**src/rtl/axi_bridge_pkg.sv**
```systemverilog
// Shared constants, state encodings and helpers for the AXI-lite to AXI4 bridge.
package axi_bridge_pkg;

   localparam logic [1:0] BURST_INCR       = 2'b01;
   localparam logic [3:0] CACHE_MODIFIABLE = 4'b0010;
   localparam logic [1:0] RESP_OKAY        = 2'b00;
   localparam logic [1:0] RESP_SLVERR      = 2'b10;

   typedef enum logic [1:0] {W_IDLE, W_ISSUE, W_RESP, W_DONE} w_state_e;
   typedef enum logic [1:0] {R_IDLE, R_ADDR, R_DATA, R_DONE} r_state_e;

   // AxSIZE encodes bytes-per-beat as log2, so a full-width beat is log2(strobe count).
   function automatic logic [2:0] axsize_from_strb(input int strb_width);
      return 3'($clog2(strb_width));
   endfunction

endpackage

```
**src/rtl/axil2axi_bridge_if.sv**
```systemverilog
// AXI-lite and AXI4 bus bundles used on the two sides of the bridge.
interface axil_if #(
   parameter int ADDR_WIDTH = 32,
   parameter int DATA_WIDTH = 64,
   parameter int STRB_WIDTH = DATA_WIDTH / 8
);
   logic                  awvalid, awready;
   logic [ADDR_WIDTH-1:0] awaddr;
   logic [2:0]            awprot;
   logic                  wvalid, wready;
   logic [DATA_WIDTH-1:0] wdata;
   logic [STRB_WIDTH-1:0] wstrb;
   logic                  bvalid, bready;
   logic [1:0]            bresp;
   logic                  arvalid, arready;
   logic [ADDR_WIDTH-1:0] araddr;
   logic [2:0]            arprot;
   logic                  rvalid, rready;
   logic [DATA_WIDTH-1:0] rdata;
   logic [1:0]            rresp;

   modport master (
      output awvalid, awaddr, awprot, wvalid, wdata, wstrb, bready,
             arvalid, araddr, arprot, rready,
      input  awready, wready, bvalid, bresp, arready, rvalid, rdata, rresp
   );
   modport slave (
      input  awvalid, awaddr, awprot, wvalid, wdata, wstrb, bready,
             arvalid, araddr, arprot, rready,
      output awready, wready, bvalid, bresp, arready, rvalid, rdata, rresp
   );
endinterface

interface axi4_if #(
   parameter int ADDR_WIDTH = 32,
   parameter int DATA_WIDTH = 64,
   parameter int STRB_WIDTH = DATA_WIDTH / 8,
   parameter int ID_WIDTH   = 6
);
   logic                  awvalid, awready;
   logic [ADDR_WIDTH-1:0] awaddr;
   logic [7:0]            awlen;
   logic [2:0]            awsize;
   logic [1:0]            awburst;
   logic [3:0]            awcache;
   logic [ID_WIDTH-1:0]   awid;
   logic                  wvalid, wready;
   logic [DATA_WIDTH-1:0] wdata;
   logic [STRB_WIDTH-1:0] wstrb;
   logic                  wlast;
   logic                  bvalid, bready;
   logic [1:0]            bresp;
   logic [ID_WIDTH-1:0]   bid;
   logic                  arvalid, arready;
   logic [ADDR_WIDTH-1:0] araddr;
   logic [7:0]            arlen;
   logic [2:0]            arsize;
   logic [1:0]            arburst;
   logic [3:0]            arcache;
   logic [ID_WIDTH-1:0]   arid;
   logic                  rvalid, rready;
   logic [DATA_WIDTH-1:0] rdata;
   logic [1:0]            rresp;
   logic                  rlast;
   logic [ID_WIDTH-1:0]   rid;

   modport master (
      output awvalid, awaddr, awlen, awsize, awburst, awcache, awid,
             wvalid, wdata, wstrb, wlast, bready,
             arvalid, araddr, arlen, arsize, arburst, arcache, arid, rready,
      input  awready, wready, bvalid, bresp, bid,
             arready, rvalid, rdata, rresp, rlast, rid
   );
   modport slave (
      input  awvalid, awaddr, awlen, awsize, awburst, awcache, awid,
             wvalid, wdata, wstrb, wlast, bready,
             arvalid, araddr, arlen, arsize, arburst, arcache, arid, rready,
      output awready, wready, bvalid, bresp, bid,
             arready, rvalid, rdata, rresp, rlast, rid
   );
endinterface

```
**src/rtl/axil_hold_reg.sv**
```systemverilog
// Single-entry capture register: accepts one payload, then blocks until cleared.
module axil_hold_reg #(
   parameter int WIDTH = 32
) (
   input  logic             clk,
   input  logic             rst,
   input  logic             valid_i,
   output logic             ready_o,
   input  logic [WIDTH-1:0] data_i,
   input  logic             clear_i,
   output logic             full_o,
   output logic [WIDTH-1:0] data_o
);

   logic             full_q, full_d;
   logic [WIDTH-1:0] data_q, data_d;

   always_comb begin
      full_d = full_q;
      data_d = data_q;
      if (clear_i) full_d = 1'b0;
      if (valid_i && !full_q) begin
         full_d = 1'b1;
         data_d = data_i;
      end
   end

   always_ff @(posedge clk) begin
      if (rst) begin
         full_q <= 1'b0;
         data_q <= '0;
      end else begin
         full_q <= full_d;
         data_q <= data_d;
      end
   end

   assign ready_o = !full_q;
   assign full_o  = full_q;
   assign data_o  = data_q;

endmodule

```
**src/rtl/axil2axi_bridge.sv**
```systemverilog
// AXI-lite responder to AXI4 initiator bridge: each AXI-lite access becomes one
// single-beat AXI4 burst; independent read and write engines, one in flight each.
module axil2axi_bridge
   import axi_bridge_pkg::*;
#(
   parameter int                  ADDR_WIDTH = 32,
   parameter int                  DATA_WIDTH = 64,
   parameter int                  STRB_WIDTH = DATA_WIDTH / 8,
   parameter int                  ID_WIDTH   = 6,
   parameter logic [ID_WIDTH-1:0] AXI_ID     = '0
) (
   input  logic   clk,
   input  logic   rst,
   axil_if.slave  s_axil,
   axi4_if.master m_axi
);

   localparam int W_PAYLOAD_W = DATA_WIDTH + STRB_WIDTH;

   logic                   aw_full, w_full, ar_full;
   logic                   w_clear, r_clear;
   logic [ADDR_WIDTH-1:0]  aw_addr, ar_addr;
   logic [W_PAYLOAD_W-1:0] w_payload;
   logic                   aw_fire, w_fire, ar_fire;

   axil_hold_reg #(.WIDTH(ADDR_WIDTH)) u_aw_hold (
      .clk(clk), .rst(rst),
      .valid_i(s_axil.awvalid), .ready_o(s_axil.awready), .data_i(s_axil.awaddr),
      .clear_i(w_clear), .full_o(aw_full), .data_o(aw_addr)
   );

   axil_hold_reg #(.WIDTH(W_PAYLOAD_W)) u_w_hold (
      .clk(clk), .rst(rst),
      .valid_i(s_axil.wvalid), .ready_o(s_axil.wready),
      .data_i({s_axil.wstrb, s_axil.wdata}),
      .clear_i(w_clear), .full_o(w_full), .data_o(w_payload)
   );

   axil_hold_reg #(.WIDTH(ADDR_WIDTH)) u_ar_hold (
      .clk(clk), .rst(rst),
      .valid_i(s_axil.arvalid), .ready_o(s_axil.arready), .data_i(s_axil.araddr),
      .clear_i(r_clear), .full_o(ar_full), .data_o(ar_addr)
   );

   assign aw_fire = s_axil.awvalid && !aw_full;
   assign w_fire  = s_axil.wvalid  && !w_full;
   assign ar_fire = s_axil.arvalid && !ar_full;

   // ---------------- write engine ----------------
   w_state_e   w_state_q, w_state_d;
   logic       m_awvalid_q, m_awvalid_d, m_wvalid_q, m_wvalid_d;
   logic       m_bready_q, m_bready_d, s_bvalid_q, s_bvalid_d;
   logic [1:0] s_bresp_q, s_bresp_d;

   always_comb begin
      w_state_d   = w_state_q;
      m_awvalid_d = m_awvalid_q;
      m_wvalid_d  = m_wvalid_q;
      m_bready_d  = m_bready_q;
      s_bvalid_d  = s_bvalid_q;
      s_bresp_d   = s_bresp_q;
      w_clear     = 1'b0;
      case (w_state_q)
         W_IDLE: begin
            // Count a capture happening this cycle so the AXI4 side starts one cycle later.
            if ((aw_full || aw_fire) && (w_full || w_fire)) begin
               w_state_d   = W_ISSUE;
               m_awvalid_d = 1'b1;
               m_wvalid_d  = 1'b1;
            end
         end
         W_ISSUE: begin
            if (m_axi.awready) m_awvalid_d = 1'b0;
            if (m_axi.wready)  m_wvalid_d  = 1'b0;
            if (!m_awvalid_d && !m_wvalid_d) begin
               w_state_d  = W_RESP;
               m_bready_d = 1'b1;
            end
         end
         W_RESP: begin
            if (m_axi.bvalid) begin
               s_bresp_d  = (m_axi.bid != AXI_ID) ? RESP_SLVERR : m_axi.bresp;
               m_bready_d = 1'b0;
               s_bvalid_d = 1'b1;
               w_state_d  = W_DONE;
            end
         end
         W_DONE: begin
            if (s_axil.bready) begin
               s_bvalid_d = 1'b0;
               w_clear    = 1'b1;
               w_state_d  = W_IDLE;
            end
         end
         default: w_state_d = W_IDLE;
      endcase
   end

   always_ff @(posedge clk) begin
      if (rst) begin
         w_state_q   <= W_IDLE;
         m_awvalid_q <= 1'b0;
         m_wvalid_q  <= 1'b0;
         m_bready_q  <= 1'b0;
         s_bvalid_q  <= 1'b0;
         s_bresp_q   <= RESP_OKAY;
      end else begin
         w_state_q   <= w_state_d;
         m_awvalid_q <= m_awvalid_d;
         m_wvalid_q  <= m_wvalid_d;
         m_bready_q  <= m_bready_d;
         s_bvalid_q  <= s_bvalid_d;
         s_bresp_q   <= s_bresp_d;
      end
   end

   // ---------------- read engine ----------------
   r_state_e              r_state_q, r_state_d;
   logic                  m_arvalid_q, m_arvalid_d, m_rready_q, m_rready_d;
   logic                  s_rvalid_q, s_rvalid_d, beat_seen_q, beat_seen_d;
   logic [DATA_WIDTH-1:0] s_rdata_q, s_rdata_d;
   logic [1:0]            s_rresp_q, s_rresp_d;

   always_comb begin
      r_state_d   = r_state_q;
      m_arvalid_d = m_arvalid_q;
      m_rready_d  = m_rready_q;
      s_rvalid_d  = s_rvalid_q;
      s_rdata_d   = s_rdata_q;
      s_rresp_d   = s_rresp_q;
      beat_seen_d = beat_seen_q;
      r_clear     = 1'b0;
      case (r_state_q)
         R_IDLE: begin
            if (ar_fire) begin
               r_state_d   = R_ADDR;
               m_arvalid_d = 1'b1;
            end
         end
         R_ADDR: begin
            if (m_axi.arready) begin
               m_arvalid_d = 1'b0;
               m_rready_d  = 1'b1;
               r_state_d   = R_DATA;
            end
         end
         R_DATA: begin
            // Only the first beat is returned; a multi-beat reply is drained and flagged.
            if (m_axi.rvalid) begin
               if (!beat_seen_q) begin
                  s_rdata_d   = m_axi.rdata;
                  s_rresp_d   = (m_axi.rid != AXI_ID || !m_axi.rlast) ? RESP_SLVERR : m_axi.rresp;
                  beat_seen_d = 1'b1;
               end
               if (m_axi.rlast) begin
                  m_rready_d  = 1'b0;
                  s_rvalid_d  = 1'b1;
                  beat_seen_d = 1'b0;
                  r_state_d   = R_DONE;
               end
            end
         end
         R_DONE: begin
            if (s_axil.rready) begin
               s_rvalid_d = 1'b0;
               r_clear    = 1'b1;
               r_state_d  = R_IDLE;
            end
         end
         default: r_state_d = R_IDLE;
      endcase
   end

   always_ff @(posedge clk) begin
      if (rst) begin
         r_state_q   <= R_IDLE;
         m_arvalid_q <= 1'b0;
         m_rready_q  <= 1'b0;
         s_rvalid_q  <= 1'b0;
         s_rdata_q   <= '0;
         s_rresp_q   <= RESP_OKAY;
         beat_seen_q <= 1'b0;
      end else begin
         r_state_q   <= r_state_d;
         m_arvalid_q <= m_arvalid_d;
         m_rready_q  <= m_rready_d;
         s_rvalid_q  <= s_rvalid_d;
         s_rdata_q   <= s_rdata_d;
         s_rresp_q   <= s_rresp_d;
         beat_seen_q <= beat_seen_d;
      end
   end

   // ---------------- output mapping ----------------
   assign s_axil.bvalid = s_bvalid_q;
   assign s_axil.bresp  = s_bresp_q;
   assign s_axil.rvalid = s_rvalid_q;
   assign s_axil.rdata  = s_rdata_q;
   assign s_axil.rresp  = s_rresp_q;

   assign m_axi.awvalid = m_awvalid_q;
   assign m_axi.awaddr  = aw_addr;
   assign m_axi.awlen   = 8'd0;
   assign m_axi.awsize  = axsize_from_strb(STRB_WIDTH);
   assign m_axi.awburst = BURST_INCR;
   assign m_axi.awcache = CACHE_MODIFIABLE;
   assign m_axi.awid    = AXI_ID;
   assign m_axi.wvalid  = m_wvalid_q;
   assign m_axi.wdata   = w_payload[DATA_WIDTH-1:0];
   assign m_axi.wstrb   = w_payload[DATA_WIDTH +: STRB_WIDTH];
   assign m_axi.wlast   = 1'b1;
   assign m_axi.bready  = m_bready_q;

   assign m_axi.arvalid = m_arvalid_q;
   assign m_axi.araddr  = ar_addr;
   assign m_axi.arlen   = 8'd0;
   assign m_axi.arsize  = axsize_from_strb(STRB_WIDTH);
   assign m_axi.arburst = BURST_INCR;
   assign m_axi.arcache = CACHE_MODIFIABLE;
   assign m_axi.arid    = AXI_ID;
   assign m_axi.rready  = m_rready_q;

   // Protection attributes are accepted but have no AXI4-side meaning here.
   logic unused_prot;
   assign unused_prot = ^{s_axil.awprot, s_axil.arprot};

endmodule

```
**src/flat_wrapper.sv**
```systemverilog
// flat-port wrapper written by rule: the top's interface ports become plain ports
module axil2axi_bridge_flat import axi_bridge_pkg::*;
#(
   parameter int                  ADDR_WIDTH = 32,
   parameter int                  DATA_WIDTH = 64,
   parameter int                  STRB_WIDTH = DATA_WIDTH / 8,
   parameter int                  ID_WIDTH   = 6,
   parameter logic [ID_WIDTH-1:0] AXI_ID     = '0
)
  (clk, rst, s_axil_awvalid, s_axil_awaddr, s_axil_awprot, s_axil_wvalid, s_axil_wdata, s_axil_wstrb, s_axil_bready, s_axil_arvalid, s_axil_araddr, s_axil_arprot, s_axil_rready, s_axil_awready, s_axil_wready, s_axil_bvalid, s_axil_bresp, s_axil_arready, s_axil_rvalid, s_axil_rdata, s_axil_rresp, m_axi_awvalid, m_axi_awaddr, m_axi_awlen, m_axi_awsize, m_axi_awburst, m_axi_awcache, m_axi_awid, m_axi_wvalid, m_axi_wdata, m_axi_wstrb, m_axi_wlast, m_axi_bready, m_axi_arvalid, m_axi_araddr, m_axi_arlen, m_axi_arsize, m_axi_arburst, m_axi_arcache, m_axi_arid, m_axi_rready, m_axi_awready, m_axi_wready, m_axi_bvalid, m_axi_bresp, m_axi_bid, m_axi_arready, m_axi_rvalid, m_axi_rdata, m_axi_rresp, m_axi_rlast, m_axi_rid);
  axil_if #(.ADDR_WIDTH(ADDR_WIDTH), .DATA_WIDTH(DATA_WIDTH), .STRB_WIDTH(STRB_WIDTH)) s_axil_i ();
  axi4_if #(.ADDR_WIDTH(ADDR_WIDTH), .DATA_WIDTH(DATA_WIDTH), .STRB_WIDTH(STRB_WIDTH), .ID_WIDTH(ID_WIDTH)) m_axi_i ();
  input  logic clk;
  input  logic rst;
  input wire logic [$bits(s_axil_i.awvalid)-1:0] s_axil_awvalid;
  input wire logic [$bits(s_axil_i.awaddr)-1:0] s_axil_awaddr;
  input wire logic [$bits(s_axil_i.awprot)-1:0] s_axil_awprot;
  input wire logic [$bits(s_axil_i.wvalid)-1:0] s_axil_wvalid;
  input wire logic [$bits(s_axil_i.wdata)-1:0] s_axil_wdata;
  input wire logic [$bits(s_axil_i.wstrb)-1:0] s_axil_wstrb;
  input wire logic [$bits(s_axil_i.bready)-1:0] s_axil_bready;
  input wire logic [$bits(s_axil_i.arvalid)-1:0] s_axil_arvalid;
  input wire logic [$bits(s_axil_i.araddr)-1:0] s_axil_araddr;
  input wire logic [$bits(s_axil_i.arprot)-1:0] s_axil_arprot;
  input wire logic [$bits(s_axil_i.rready)-1:0] s_axil_rready;
  output wire logic [$bits(s_axil_i.awready)-1:0] s_axil_awready;
  output wire logic [$bits(s_axil_i.wready)-1:0] s_axil_wready;
  output wire logic [$bits(s_axil_i.bvalid)-1:0] s_axil_bvalid;
  output wire logic [$bits(s_axil_i.bresp)-1:0] s_axil_bresp;
  output wire logic [$bits(s_axil_i.arready)-1:0] s_axil_arready;
  output wire logic [$bits(s_axil_i.rvalid)-1:0] s_axil_rvalid;
  output wire logic [$bits(s_axil_i.rdata)-1:0] s_axil_rdata;
  output wire logic [$bits(s_axil_i.rresp)-1:0] s_axil_rresp;
  output wire logic [$bits(m_axi_i.awvalid)-1:0] m_axi_awvalid;
  output wire logic [$bits(m_axi_i.awaddr)-1:0] m_axi_awaddr;
  output wire logic [$bits(m_axi_i.awlen)-1:0] m_axi_awlen;
  output wire logic [$bits(m_axi_i.awsize)-1:0] m_axi_awsize;
  output wire logic [$bits(m_axi_i.awburst)-1:0] m_axi_awburst;
  output wire logic [$bits(m_axi_i.awcache)-1:0] m_axi_awcache;
  output wire logic [$bits(m_axi_i.awid)-1:0] m_axi_awid;
  output wire logic [$bits(m_axi_i.wvalid)-1:0] m_axi_wvalid;
  output wire logic [$bits(m_axi_i.wdata)-1:0] m_axi_wdata;
  output wire logic [$bits(m_axi_i.wstrb)-1:0] m_axi_wstrb;
  output wire logic [$bits(m_axi_i.wlast)-1:0] m_axi_wlast;
  output wire logic [$bits(m_axi_i.bready)-1:0] m_axi_bready;
  output wire logic [$bits(m_axi_i.arvalid)-1:0] m_axi_arvalid;
  output wire logic [$bits(m_axi_i.araddr)-1:0] m_axi_araddr;
  output wire logic [$bits(m_axi_i.arlen)-1:0] m_axi_arlen;
  output wire logic [$bits(m_axi_i.arsize)-1:0] m_axi_arsize;
  output wire logic [$bits(m_axi_i.arburst)-1:0] m_axi_arburst;
  output wire logic [$bits(m_axi_i.arcache)-1:0] m_axi_arcache;
  output wire logic [$bits(m_axi_i.arid)-1:0] m_axi_arid;
  output wire logic [$bits(m_axi_i.rready)-1:0] m_axi_rready;
  input wire logic [$bits(m_axi_i.awready)-1:0] m_axi_awready;
  input wire logic [$bits(m_axi_i.wready)-1:0] m_axi_wready;
  input wire logic [$bits(m_axi_i.bvalid)-1:0] m_axi_bvalid;
  input wire logic [$bits(m_axi_i.bresp)-1:0] m_axi_bresp;
  input wire logic [$bits(m_axi_i.bid)-1:0] m_axi_bid;
  input wire logic [$bits(m_axi_i.arready)-1:0] m_axi_arready;
  input wire logic [$bits(m_axi_i.rvalid)-1:0] m_axi_rvalid;
  input wire logic [$bits(m_axi_i.rdata)-1:0] m_axi_rdata;
  input wire logic [$bits(m_axi_i.rresp)-1:0] m_axi_rresp;
  input wire logic [$bits(m_axi_i.rlast)-1:0] m_axi_rlast;
  input wire logic [$bits(m_axi_i.rid)-1:0] m_axi_rid;
  assign s_axil_i.awvalid = s_axil_awvalid;
  assign s_axil_i.awaddr = s_axil_awaddr;
  assign s_axil_i.awprot = s_axil_awprot;
  assign s_axil_i.wvalid = s_axil_wvalid;
  assign s_axil_i.wdata = s_axil_wdata;
  assign s_axil_i.wstrb = s_axil_wstrb;
  assign s_axil_i.bready = s_axil_bready;
  assign s_axil_i.arvalid = s_axil_arvalid;
  assign s_axil_i.araddr = s_axil_araddr;
  assign s_axil_i.arprot = s_axil_arprot;
  assign s_axil_i.rready = s_axil_rready;
  assign s_axil_awready = s_axil_i.awready;
  assign s_axil_wready = s_axil_i.wready;
  assign s_axil_bvalid = s_axil_i.bvalid;
  assign s_axil_bresp = s_axil_i.bresp;
  assign s_axil_arready = s_axil_i.arready;
  assign s_axil_rvalid = s_axil_i.rvalid;
  assign s_axil_rdata = s_axil_i.rdata;
  assign s_axil_rresp = s_axil_i.rresp;
  assign m_axi_awvalid = m_axi_i.awvalid;
  assign m_axi_awaddr = m_axi_i.awaddr;
  assign m_axi_awlen = m_axi_i.awlen;
  assign m_axi_awsize = m_axi_i.awsize;
  assign m_axi_awburst = m_axi_i.awburst;
  assign m_axi_awcache = m_axi_i.awcache;
  assign m_axi_awid = m_axi_i.awid;
  assign m_axi_wvalid = m_axi_i.wvalid;
  assign m_axi_wdata = m_axi_i.wdata;
  assign m_axi_wstrb = m_axi_i.wstrb;
  assign m_axi_wlast = m_axi_i.wlast;
  assign m_axi_bready = m_axi_i.bready;
  assign m_axi_arvalid = m_axi_i.arvalid;
  assign m_axi_araddr = m_axi_i.araddr;
  assign m_axi_arlen = m_axi_i.arlen;
  assign m_axi_arsize = m_axi_i.arsize;
  assign m_axi_arburst = m_axi_i.arburst;
  assign m_axi_arcache = m_axi_i.arcache;
  assign m_axi_arid = m_axi_i.arid;
  assign m_axi_rready = m_axi_i.rready;
  assign m_axi_i.awready = m_axi_awready;
  assign m_axi_i.wready = m_axi_wready;
  assign m_axi_i.bvalid = m_axi_bvalid;
  assign m_axi_i.bresp = m_axi_bresp;
  assign m_axi_i.bid = m_axi_bid;
  assign m_axi_i.arready = m_axi_arready;
  assign m_axi_i.rvalid = m_axi_rvalid;
  assign m_axi_i.rdata = m_axi_rdata;
  assign m_axi_i.rresp = m_axi_rresp;
  assign m_axi_i.rlast = m_axi_rlast;
  assign m_axi_i.rid = m_axi_rid;
  axil2axi_bridge #(.ADDR_WIDTH(ADDR_WIDTH), .DATA_WIDTH(DATA_WIDTH), .STRB_WIDTH(STRB_WIDTH), .ID_WIDTH(ID_WIDTH), .AXI_ID(AXI_ID)) u_core (.clk(clk), .rst(rst), .s_axil(s_axil_i), .m_axi(m_axi_i));
endmodule
```
**config.mk**
```make
export PLATFORM = sky130hd
export DESIGN_NAME = axil2axi_bridge_flat
export DESIGN_NICKNAME = d
export VERILOG_FILES = /design/src/rtl/axi_bridge_pkg.sv /design/src/rtl/axil2axi_bridge_if.sv /design/src/rtl/axil_hold_reg.sv /design/src/rtl/axil2axi_bridge.sv /design/src/flat_wrapper.sv
export SDC_FILE = /design/constraint.sdc
export NUM_CORES = 1
export LEC_CHECK = 0
export CORE_AREA = 4 4 192 194
export CTS_CLUSTER_DIAMETER = 50
export DETAILED_ROUTE_END_ITERATION = 6
export DIE_AREA = 0 0 196 198
export PLACE_DENSITY = 0.65
export SETUP_SLACK_MARGIN = 0.02
export SYNTH_ARGS = -nofsm -noshare
export SYNTH_HDL_FRONTEND = slang
export SYNTH_SLANG_ARGS = --single-unit
```
**constraint.sdc**
```tcl
create_clock -name clk -period 1.84 [get_ports clk]
set_clock_uncertainty 0.15 [all_clocks]
set_input_delay 0.184 -clock clk [delete_from_list [all_inputs] [get_ports clk]]
set_output_delay 0.184 -clock clk [all_outputs]
set_load 0.005 [all_outputs]
```
==> flow_metrics.py <==
metrics = {
    "clocking": {
        "cts_root_buffer": "clkbuf_16",
        "clock-sinks": 219,
        "ctsHtreeMaxLevel": 1,
        "clkTransAtPathRegs_ps": 60,
        "ctsLongestPathBuffers": 3,
        "cts_buffers": 29,
        "cts_tree": "yes",
        "clk_latency_ps": 540,
    },
    "setup_path": {
        "cp_slowest_stage_delay_ps": 530,
        "critPathKind": "reg -> out",
        "crit_arrival_ps": 1440,
        "crit_buf_inv": 1,
        "cp_cell_sequence": "clkdlybuf4s50_1",
        "end_kind": "output port",
        "crit_fanout": 3,
        "critical_path.slowest_cell": "clkdlybuf4s50_1",
        "worst_path_dominant_cell_family": "buffers and inverters",
        "startpoint_type": "flop",
        "required_ps": 1510,
        "regToRegSetupSlack_ps": 80,
    },
    "timing": {
        "timing.final.ws_setup_ps": 69.54,
        "final-setup-viol-count": 0,
        "period_needed_ps": 1770,
        "timing.final.crit_share_pct": 96.22,
        "slew_violations": 0,
        "grt_setup_unrepaired": "yes",
        "clock.fmax_mhz": 564.8,
        "finalHoldViolations": 0,
    },
    "die": {
        "rows": 69,
        "die_h_um": 198,
        "coreArea_um2": 35220,
        "die_x_um": 196,
        "start_util_pct": 23.43,
        "dieArea_um2": 38810,
        "io_pins": 496,
    },
    "logic_synthesis": {
        "async_reset_ff_share_pct": 0,
        "yosys_warnings": 0,
        "netlist_area_um2": 8253,
        "syn_avg_cell_area_um2": 7.845,
        "yosysSeqAreaShare_pct": 53.12,
        "synthFlopType": "dfxtp_1",
        "synth-edff-count": 0,
        "synthCells": 1052,
        "synth_seq_cells": 219,
        "ys_types": 37,
    },
    "routing": {
        "wl_per_cell_um": 15.40,
        "drt_iter0_drc": 283,
        "first_pass_iters": 5,
        "vias": 8428,
        "viasPerCell": 4.254,
        "routed_wl_mm": 30.51,
        "ant_nets": 0,
        "remaining_drc_errors": 0,
    },
    "global_route": {
        "grt_pass1_vias": 8043,
        "grt_overflow_total": 0,
        "grt_first_pass_wirelength_mm": 44.68,
        "antenna_found_initial": 1,
        "grt_max_degree": 67,
        "grtUsageTotal_pct": 14.07,
    },
    "placement": {
        "gp_congestion": 0.8075,
        "io_buffers": 442,
        "place_ws_ps": -52.22,
        "dp_hpwl_mm": 22.21,
    },
    "power": {
        "p_comb_share_pct": 21.1,
        "p_leak_nw": 5.342,
        "finalPower_mw": 14.24,
        "powerDensity_nw_per_um2": 998.1,
        "ir_worst_vdd_mv": 0.7109,
        "seqPwrFrac_pct": 38.2,
        "clkPwrFrac_pct": 40.8,
        "p_int_mw": 10.48,
        "p_sw_mw": 3.762,
        "p_sw_share_pct": 26.41,
    },
    "outcome": {
        "status": "finished clean",
    },
    "cells_and_area": {
        "fin_util_pct": 40.52,
        "fillers": 3528,
        "nets": 1743,
        "drive_above_1_share_pct": 6.912,
        "syn_to_final_growth_pct": 72.92,
    },
    "flow_run": {
        "maxCapViolations": 0,
    },
    "min_path": {
        "hold_class": "in -> reg",
    },
}
==> final timing paths <==
kind / from / to / cells past startpoint
hold reg to reg: u_core.u_aw_hold.data_o[27] / u_core.u_aw_hold.data_o[27] / 2
setup reg to reg: u_core.r_state_q[0] / u_core.s_axil.rdata[59] / 7
setup / recovery: u_core.s_axil.bvalid / s_axil_bvalid / 1
hold / removal: m_axi_rdata[7] / u_core.s_axil.rdata[7] / 3
==> cell usage in the layout (no fill, tap or decap), types with 3 or more instances in the layout <==
master	instances
o21ai_0	9
buf_4	29
ha_1	11
clkbuf_1	8
dfxtp_2	7
bufinv_16	4
clkinv_2	3
a21oi_1	214
nand2b_1	4
dfxtp_1	212
inv_1	12
a311oi_1	3
nor2_1	10
nor2b_1	5
nand2_1	414
clkbuf_16	32
clkbuf_8	4
clkdlybuf4s50_1	428
buf_12	8
dlygate4sd2_1	11
conb_1	47
==> area by class of cell <==
cell class | instances | area [µm²] | share of cell area [%]
Clock inverter | 12 | 180.2 | 1.262
Clock buffer | 41 | 810.8 | 5.681
Inverter | 12 | 45.04 | 0.3156
Tap cell | 461 | 576.8 | 4.042
Sequential cell | 219 | 4393 | 30.78
Timing Repair Buffer | 484 | 4890 | 34.26
Multi-Input combinational cell | 751 | 3373 | 23.64
Antenna cell | 1 | 2.502 | 0.01753
==> flip-flops by register name, summed over array words and instances, names as in the netlist, 2 cells and up <==
name,count
u_core.s_axil.rresp,2
u_core.s_axil.rdata,64
u_core.u_aw_hold.data_o,32
u_core.u_ar_hold.data_o,32
u_core.u_w_hold.data_o,72
u_core.w_state_q,2
u_core.r_state_q,2
u_core.s_axil.bresp,2
==> power groups by stage <==
stage | registers, mW | logic (mW) | clock network (mW)
after floorplan | 5.52 | 1.23 | 0
after detailed placement | 5.53 | 2.92 | 0
after global routing | 5.49 | 3.29 | 6.16
after CTS | 5.44 | 2.91 | 5.99
final | 5.44 | 3.00 | 5.81
after global placement | 5.51 | 2.90 | 0
==> through the flow <==
step	hold WS, ps	setup TNS [ps]	cell area, µm²	std cells
floorplan	142.8	0	8422	1097
global placement	290.2	-48.01	13170	1921
detailed placement	295.8	-60.74	13170	1921
CTS	2.042	0	14170	1976
global route	7.805	0	14270	1981
finish	35.83	0	14270	1981
==> layer usage <==
| metal | GRT usage [%] | wire, µm | vias to the layer above |
|---|---|---|---|
| met3 | 4.033 | 2322 | 53 |
| met5 | 0 | 0 | - |
| li1 | - | - | 4198 |
| met4 | 4.500 | 1015 | 0 |
| met2 | 24.64 | 14750 | 316 |
| met1 | 16.70 | 12420 | 3861 |
==> cells in the mapped netlist (4+ instances only) <==
| cell type | number | area (µm²) |
|---|---|---|
| a21oi_1 | 214 | 1071 |
| ha_1 | 11 | 137.6 |
| nand2_1 | 415 | 1558 |
| clkbuf_1 | 31 | 116.4 |
| dfxtp_1 | 219 | 4384 |
| nand2b_1 | 4 | 25.02 |
| nor2b_1 | 8 | 50.05 |
| buf_4 | 47 | 352.8 |
| inv_1 | 12 | 45.04 |
| o21ai_0 | 9 | 45.04 |
| nor2_1 | 11 | 41.29 |
| buf_2 | 34 | 170.2 |
==> cells by family after synthesis <==
logic type,Yosys count,share of synthesized area [%]
AND/OR/NAND/NOR,455,21.65
AO/OA/AOI/OAI,238,15.04
flip-flops,219,53.12
buffers and inverters,127,8.429
adder cells (fa/ha/maj),11,1.668
other,2,0.09100
==> worst register-to-register path: stages, from the launching register on <==
cell and delay [ps]:
dfxtp_2 330, inv_1 120, ha_1 220, nand2_1 120, or2_4 300, clkbuf_16 230, nand2_1 100, a21oi_1 60
==> timing repair <==
item | in CTS | in global routing
hold buffers | 2 | 0
setup endpoints to repair | 15 | 73
gates resized for setup | 16 | 6
gates cloned | 0 | 3
pin swaps | 0 | 1
hold endpoints to repair | 37 | 0
setup buffers | 0 | 1
Power figures use the tool's default switching activity.
